**src/rtl/vga_fb_scheduler_if.sv**
```systemverilog
// Bus bundle between the framebuffer scheduler, the CPU request port and
// the single-port framebuffer SRAM.
//
// Handshake (CPU request side): a request transfers on a rising clk edge
// where cpu_req_valid && cpu_req_ready are both 1. The requester must hold
// cpu_req_we/addr/wdata stable while cpu_req_valid=1 and ready=0. A read
// that transfers yields cpu_resp_valid=1 for exactly one cycle on the next
// cycle. There is no backpressure on the response. Writes produce no
// response.
//
// SRAM side: mem_en/mem_we/mem_addr/mem_wdata are sampled by the SRAM on
// the rising clk edge. mem_rdata is valid in the cycle after a read.
//
// Modports:
//   slave  - the scheduler. It accepts CPU requests and drives the SRAM.
//   master - the environment. It issues CPU requests and models the SRAM.
interface vga_fb_scheduler_if #(
   parameter int ADDR_W = 17
);
   logic              cpu_req_valid;
   logic              cpu_req_ready;
   logic              cpu_req_we;
   logic [ADDR_W-1:0] cpu_req_addr;
   logic [31:0]       cpu_req_wdata;
   logic              cpu_resp_valid;
   logic [31:0]       cpu_resp_rdata;
   logic              mem_en;
   logic              mem_we;
   logic [ADDR_W-1:0] mem_addr;
   logic [31:0]       mem_wdata;
   logic [31:0]       mem_rdata;

   modport slave (
      input  cpu_req_valid, cpu_req_we, cpu_req_addr, cpu_req_wdata, mem_rdata,
      output cpu_req_ready, cpu_resp_valid, cpu_resp_rdata,
             mem_en, mem_we, mem_addr, mem_wdata
   );

   modport master (
      output cpu_req_valid, cpu_req_we, cpu_req_addr, cpu_req_wdata, mem_rdata,
      input  cpu_req_ready, cpu_resp_valid, cpu_resp_rdata,
             mem_en, mem_we, mem_addr, mem_wdata
   );
endinterface

```
**src/rtl/vga_fb_scheduler.sv**
```systemverilog
// Raster timing generator and framebuffer fetch scheduler.
//
// The module scans a frame of H_TOTAL x V_TOTAL clocks. It reads one pixel
// word from the shared SRAM per active clock. It presents vs/hs/de and the
// RGB colour one clock later, which matches the SRAM read latency.
// CPU requests use the SRAM in any clock that has no display fetch.
//
// Ports:
//   clk, rst     - clock and asynchronous active-low reset
//   en           - scan enable. When low, the counters clear and the CPU owns the SRAM.
//   bus          - CPU request/response and SRAM port (vga_fb_scheduler_if.slave)
//   vs_o, hs_o   - sync pulses, active-high, registered
//   de_o         - data enable, registered
//   data_*_o     - pixel colour. It is 0 whenever de_o is 0.
//   frame_done   - one-clock pulse that coincides with the last active pixel
module vga_fb_scheduler #(
   parameter int H_ACTIVE = 400,
   parameter int H_FP     = 16,
   parameter int H_SYNC   = 48,
   parameter int H_BP     = 64,
   parameter int V_ACTIVE = 300,
   parameter int V_FP     = 3,
   parameter int V_SYNC   = 4,
   parameter int V_BP     = 13,
   parameter int ADDR_W   = 17
) (
   input  logic                clk,
   input  logic                rst,
   input  logic                en,
   vga_fb_scheduler_if.slave   bus,
   output logic                vs_o,
   output logic                hs_o,
   output logic                de_o,
   output logic [7:0]          data_r_o,
   output logic [7:0]          data_g_o,
   output logic [7:0]          data_b_o,
   output logic                frame_done
);
   localparam int H_TOTAL = H_ACTIVE + H_FP + H_SYNC + H_BP;
   localparam int V_TOTAL = V_ACTIVE + V_FP + V_SYNC + V_BP;
   localparam int NPIX    = H_ACTIVE * V_ACTIVE;
   // One extra bit so that bounds equal to the total still fit.
   localparam int HW = $clog2(H_TOTAL + 1);
   localparam int VW = $clog2(V_TOTAL + 1);

   localparam logic [HW-1:0] H_ACT_C      = HW'(H_ACTIVE);
   localparam logic [HW-1:0] H_ACT_LAST_C = HW'(H_ACTIVE - 1);
   localparam logic [HW-1:0] HS_BEG_C     = HW'(H_ACTIVE + H_FP);
   localparam logic [HW-1:0] HS_END_C     = HW'(H_ACTIVE + H_FP + H_SYNC);
   localparam logic [HW-1:0] H_LAST_C     = HW'(H_TOTAL - 1);
   localparam logic [VW-1:0] V_ACT_C      = VW'(V_ACTIVE);
   localparam logic [VW-1:0] V_ACT_LAST_C = VW'(V_ACTIVE - 1);
   localparam logic [VW-1:0] VS_BEG_C     = VW'(V_ACTIVE + V_FP);
   localparam logic [VW-1:0] VS_END_C     = VW'(V_ACTIVE + V_FP + V_SYNC);
   localparam logic [VW-1:0] V_LAST_C     = VW'(V_TOTAL - 1);
   localparam logic [ADDR_W:0] NPIX_C     = (ADDR_W + 1)'(NPIX);

   logic [HW-1:0]     h_cnt;
   logic [VW-1:0]     v_cnt;
   logic [ADDR_W-1:0] p_addr;

   logic              active;
   logic              hs_n;
   logic              vs_n;
   logic              fetch;
   logic              frame_start;
   logic [ADDR_W-1:0] fetch_addr;
   logic              cpu_acc;
   logic              cpu_in_range;
   logic              resp_in_range;

   // Stage 0: raster decode on the current counter position.
   always_comb begin
      active      = (h_cnt < H_ACT_C) && (v_cnt < V_ACT_C);
      hs_n        = (h_cnt >= HS_BEG_C) && (h_cnt < HS_END_C);
      vs_n        = (v_cnt >= VS_BEG_C) && (v_cnt < VS_END_C);
      fetch       = en && active;
      frame_start = (h_cnt == '0) && (v_cnt == '0);
      // Forcing address 0 at the frame origin removes any dependence on a
      // leftover pixel count from the previous frame.
      fetch_addr  = frame_start ? '0 : p_addr;
   end

   // Raster counters and the display fetch pointer.
   always_ff @(posedge clk or negedge rst) begin
      if (!rst) begin
         h_cnt  <= '0;
         v_cnt  <= '0;
         p_addr <= '0;
      end else if (!en) begin
         h_cnt  <= '0;
         v_cnt  <= '0;
         p_addr <= '0;
      end else begin
         if (h_cnt == H_LAST_C) begin
            h_cnt <= '0;
            v_cnt <= (v_cnt == V_LAST_C) ? '0 : v_cnt + 1'b1;
         end else begin
            h_cnt <= h_cnt + 1'b1;
         end
         if (fetch) begin
            p_addr <= fetch_addr + 1'b1;
         end
      end
   end

   // Arbitration: the display fetch always owns the SRAM.
   // An out-of-range CPU request is still accepted, but it never reaches the SRAM.
   // Gating with rst prevents any SRAM access while the block is in reset.
   always_comb begin
      bus.cpu_req_ready = !fetch;
      cpu_acc           = bus.cpu_req_valid && !fetch;
      cpu_in_range      = {1'b0, bus.cpu_req_addr} < NPIX_C;
      bus.mem_en        = rst && (fetch || (cpu_acc && cpu_in_range));
      bus.mem_we        = rst && !fetch && cpu_acc && cpu_in_range && bus.cpu_req_we;
      bus.mem_addr      = fetch ? fetch_addr : bus.cpu_req_addr;
      bus.mem_wdata     = bus.cpu_req_wdata;
   end

   // Stage 1: registered timing, aligned with the SRAM read latency.
   always_ff @(posedge clk or negedge rst) begin
      if (!rst) begin
         vs_o               <= 1'b0;
         hs_o               <= 1'b0;
         de_o               <= 1'b0;
         frame_done         <= 1'b0;
         bus.cpu_resp_valid <= 1'b0;
         resp_in_range      <= 1'b0;
      end else begin
         vs_o               <= vs_n;
         hs_o               <= hs_n;
         de_o               <= fetch;
         frame_done         <= fetch && (h_cnt == H_ACT_LAST_C) && (v_cnt == V_ACT_LAST_C);
         bus.cpu_resp_valid <= cpu_acc && !bus.cpu_req_we;
         resp_in_range      <= cpu_in_range;
      end
   end

   // The read data arrives one clock after the access. It is masked with the
   // registered qualifiers so that stale SRAM output never leaks out.
   always_comb begin
      {data_r_o, data_g_o, data_b_o} = de_o ? bus.mem_rdata[23:0] : 24'd0;
      bus.cpu_resp_rdata = (bus.cpu_resp_valid && resp_in_range) ? bus.mem_rdata : 32'd0;
   end
endmodule

```
**src/flat_wrapper.sv**
```systemverilog
// flat-port wrapper written by rule: the top's interface ports become plain ports
module vga_fb_scheduler_flat 
#(
   parameter int H_ACTIVE = 400,
   parameter int H_FP     = 16,
   parameter int H_SYNC   = 48,
   parameter int H_BP     = 64,
   parameter int V_ACTIVE = 300,
   parameter int V_FP     = 3,
   parameter int V_SYNC   = 4,
   parameter int V_BP     = 13,
   parameter int ADDR_W   = 17
)
  (clk, rst, en, vs_o, hs_o, de_o, data_r_o, data_g_o, data_b_o, frame_done, bus_cpu_req_valid, bus_cpu_req_we, bus_cpu_req_addr, bus_cpu_req_wdata, bus_mem_rdata, bus_cpu_req_ready, bus_cpu_resp_valid, bus_cpu_resp_rdata, bus_mem_en, bus_mem_we, bus_mem_addr, bus_mem_wdata);
  vga_fb_scheduler_if #(.ADDR_W(ADDR_W)) bus_i ();
  input  logic clk;
  input  logic rst;
  input  logic en;
  output logic vs_o;
  output logic hs_o;
  output logic de_o;
  output logic [7:0] data_r_o;
  output logic [7:0] data_g_o;
  output logic [7:0] data_b_o;
  output logic frame_done;
  input wire logic [$bits(bus_i.cpu_req_valid)-1:0] bus_cpu_req_valid;
  input wire logic [$bits(bus_i.cpu_req_we)-1:0] bus_cpu_req_we;
  input wire logic [$bits(bus_i.cpu_req_addr)-1:0] bus_cpu_req_addr;
  input wire logic [$bits(bus_i.cpu_req_wdata)-1:0] bus_cpu_req_wdata;
  input wire logic [$bits(bus_i.mem_rdata)-1:0] bus_mem_rdata;
  output wire logic [$bits(bus_i.cpu_req_ready)-1:0] bus_cpu_req_ready;
  output wire logic [$bits(bus_i.cpu_resp_valid)-1:0] bus_cpu_resp_valid;
  output wire logic [$bits(bus_i.cpu_resp_rdata)-1:0] bus_cpu_resp_rdata;
  output wire logic [$bits(bus_i.mem_en)-1:0] bus_mem_en;
  output wire logic [$bits(bus_i.mem_we)-1:0] bus_mem_we;
  output wire logic [$bits(bus_i.mem_addr)-1:0] bus_mem_addr;
  output wire logic [$bits(bus_i.mem_wdata)-1:0] bus_mem_wdata;
  assign bus_i.cpu_req_valid = bus_cpu_req_valid;
  assign bus_i.cpu_req_we = bus_cpu_req_we;
  assign bus_i.cpu_req_addr = bus_cpu_req_addr;
  assign bus_i.cpu_req_wdata = bus_cpu_req_wdata;
  assign bus_i.mem_rdata = bus_mem_rdata;
  assign bus_cpu_req_ready = bus_i.cpu_req_ready;
  assign bus_cpu_resp_valid = bus_i.cpu_resp_valid;
  assign bus_cpu_resp_rdata = bus_i.cpu_resp_rdata;
  assign bus_mem_en = bus_i.mem_en;
  assign bus_mem_we = bus_i.mem_we;
  assign bus_mem_addr = bus_i.mem_addr;
  assign bus_mem_wdata = bus_i.mem_wdata;
  vga_fb_scheduler #(.H_ACTIVE(H_ACTIVE), .H_FP(H_FP), .H_SYNC(H_SYNC), .H_BP(H_BP), .V_ACTIVE(V_ACTIVE), .V_FP(V_FP), .V_SYNC(V_SYNC), .V_BP(V_BP), .ADDR_W(ADDR_W)) u_core (.clk(clk), .rst(rst), .en(en), .bus(bus_i), .vs_o(vs_o), .hs_o(hs_o), .de_o(de_o), .data_r_o(data_r_o), .data_g_o(data_g_o), .data_b_o(data_b_o), .frame_done(frame_done));
endmodule
```
**config.mk**
```make
export PLATFORM = sky130hd
export DESIGN_NAME = vga_fb_scheduler_flat
export DESIGN_NICKNAME = d
export VERILOG_FILES = /design/src/rtl/vga_fb_scheduler_if.sv /design/src/rtl/vga_fb_scheduler.sv /design/src/flat_wrapper.sv
export SDC_FILE = /design/constraint.sdc
export NUM_CORES = 1
export LEC_CHECK = 0
export ABC_CLOCK_PERIOD_IN_PS = 3570
export CAP_MARGIN = 20
export CELL_PAD_IN_SITES_DETAIL_PLACEMENT = 1
export CELL_PAD_IN_SITES_GLOBAL_PLACEMENT = 1
export CORE_MARGIN = 3
export CORE_UTILIZATION = 25
export DETAILED_ROUTE_END_ITERATION = 8
export PLACE_DENSITY = 0.79
export SYNTH_ARGS = -nofsm -noshare
export SYNTH_HDL_FRONTEND = slang
export SYNTH_SLANG_ARGS = --single-unit
```
**constraint.sdc**
```tcl
create_clock -name clk -period 3.57 [get_ports clk]
set_input_delay 0.714 -clock clk [delete_from_list [all_inputs] [get_ports clk]]
set_output_delay 0.714 -clock clk [all_outputs]
set_load 0.05 [all_outputs]
```
==> flow_metrics.tcl <==
set metrics [dict create \
    grt_pass1_vias 3435 \
    pwr-share-clk_pct 32.6 \
    cpMostUsedCell "buf_4" \
    die_h_um 118 \
    place_congestion 0.819 \
    pwr_density_cell_mw_per_mm2 291 \
    cts.sinks 42 \
    status "finished, final reports clean" \
    drive_gt1_share_pct 9.32 \
    crit_type "reg -> out" \
    max_slew_margin_pct 44.2 \
    cts.clk_slew.worst_paths_ps 60 \
    switching_share_pct 31.7 \
    antenna_cells 0 \
    synth_warnings 0 \
    core.rowCount 40 \
    drc 0 \
    max_freq_mhz 300 \
    cts_resized 0 \
    layout_commonest_cell "clkdlybuf4s50_1" \
    via_per_inst 5.01 \
    ant_nets 0 \
    p_leak_nw 1.96 \
    start_util_pct 25.9 \
    die_x_um 118 \
    start_kind "flop" \
    cts_tree "done" \
    worstMarginPinSlew_ps 837 \
    tns_ps 0 \
    synth_area_mm2 0.00315 \
    routed-via-count 3209 \
    end_kind "output port" \
    grt_usage_pct 16.0 \
    ys_ff_latch 42 \
    grt_pass1_wl_um 18300 \
    finalCritPeriodShare_pct 93.5 \
    area_delta_synth_final_pct 49.7 \
    crit_required_ps 2860 \
    stdcell_count 640 \
    synth-async-reset-ratio_pct 100 \
    clockBufferDepth 2 \
    postSynthAreaPerCell_um2 8.26 \
    antenna_found_initial 0 \
    worstPathBufferInverterCount 2 \
    path_cells "a2111oi_4, o221a_2, and2_1, buf_4, mux2_2, buf_4" \
    hold_buffers 0 \
    core_area_mm2 0.0122 \
    clkLatencyLatePin_ps 280 \
    finalNetCount 564 \
    synth-seq-area-share_pct 33.4 \
    worst_path_max_delay_cell "dfrtp_1" \
    final_cell_mix "113 x clkdlybuf4s50_1, 42 x dfrtp_1, 40 x and3_1" \
    postCtsSetupRepairBufs 0 \
    die_area_mm2 0.0140 \
    skew_ps 4.40 \
    overflow 0 \
    slowest_delay_ps 490 \
    wirelength_um 11500 \
    root_buffer "clkbuf_16" \
    io_pins 199 \
    port_buffers 134 \
    synth_edf_count 0 \
    setup_viol 0 \
    dp_hpwl_um 9140 \
    largest-register "u_core.p_addr" \
    hp-class "in -> async" \
    ir_worst_vdd_v 0.000186 \
    min_period_ps 3340 \
    synth_ff_type "dfrtp_1" \
    syn-num-nets 472 \
    first_pass_iters 4 \
    power.share.sequential_pct 36.3 \
    dp_cells 634 \
    slew_violations 0 \
    reg_top3 "u_core.p_addr: 17 flops, u_core.h_cnt: 10 flops, u_core.v_cnt: 9 flops" \
    drt-initial-drc-count 71 \
    largest_reg_flops 17 \
    p_comb_share_pct 31.1 \
    finalPower_mw 1.37 \
    rrSetupSlack_ps 880 \
    critPathArrivalTime_ps 2620 \
    synth_cell_types 47 \
    wl_per_cell_um 17.9 \
    cp_max_fo 14 \
    fin_hold_ws_ps 269 \
    netlist_instances 381 \
    p_switching_uw 434 \
    htree_num_levels 2 \
    crit_family "compound AO/OA/AOI/OAI gates" \
    grt_start_max_net_pins 41 \
    p_int_uw 935 \
    rsz0062_at_grt "no" \
    cap_viol_max_count 0 \
    cts_buffers 5 \
    hold_viol_final 0 \
]
synthesized netlist by cell type (all sizes together) (3+ instances only):
cell type  instances  area [um^2]
dfrtp             42         1050
nor4               3         18.8
nor3               8         45.0
xor2               4         35.0
o31ai              4         30.0
a31oi             16          100
nor2              28          105
o21ai             15         75.1
buf               43          307
or2                3         18.8
o211ai             3         22.5
a21oi              3         15.0
clkbuf            14         52.6
nand4              4         25.0
nor3b              4         30.0
inv               11         43.8
and3              40          250
nand2             33          124
or3b               3         26.3
a22o              15          131
ha                 5         62.6
nand3             17         85.1
xnor2              9         78.8
and2              31          194
cell type report:
cell class | count | area [um^2]
flip-flops and latches | 42 | 1050
multi-input cells | 271 | 1690
inverters | 11 | 43.8
repair buffers | 142 | 1570
well taps | 168 | 210
clock buffers | 6 | 139
fillers | 1416 | 7450
per-layer routing:
layer  up-vias  GRT usage [%]  part of all wire, %
li1       1497              -                    -
met1      1571           17.8                   39
met2       117           30.8                   54
met3        24           3.59                  6.0
met4         0           3.30                  1.8
met5         -              0                    0
kinds of logic after synthesis:
group	Yosys count	share of synthesized area (%)
mux	3	0.994
simple gates	179	30.5
xor+xnor	13	3.62
fa+ha+maj	5	1.99
flops	42	33.4
buf+inv	68	12.8
compound gates	71	16.6
metrics by stage:
step,area (um^2),utilization [%],setup slack (ps)
2_1_floorplan,3150,-,143
3_3_place_gp,4570,37.6,308
3_5_place_dp,4570,37.6,194
4_1_cts,4710,38.7,103
5_1_grt,4710,38.7,101
6_report,4710,38.7,233
path summary, 6_finish.rpt:
kind | start | to | cells past startpoint
min reg2reg | u_core.h_cnt[0] | u_core.h_cnt[0] | 1
min in group clk | u_core.h_cnt[0] | u_core.h_cnt[0] | 1
min | rst | u_core.resp_in_range | 1
max | u_core.v_cnt[3] | bus_mem_addr[1] | 6
max reg2reg | u_core.v_cnt[0] | u_core.p_addr[16] | 14
max in group asynchronous | rst | u_core.p_addr[14] | 2
power groups by stage:
stage	clock network, mW	registers (mW)	logic [mW]
floorplan	0	0.500	0.321
global placement	0	0.505	0.422
detailed placement	0	0.506	0.429
CTS	0.454	0.498	0.431
global route	0.478	0.499	0.449
finish	0.446	0.498	0.426
No activity file was read; power rests on OpenSTA's default activity.
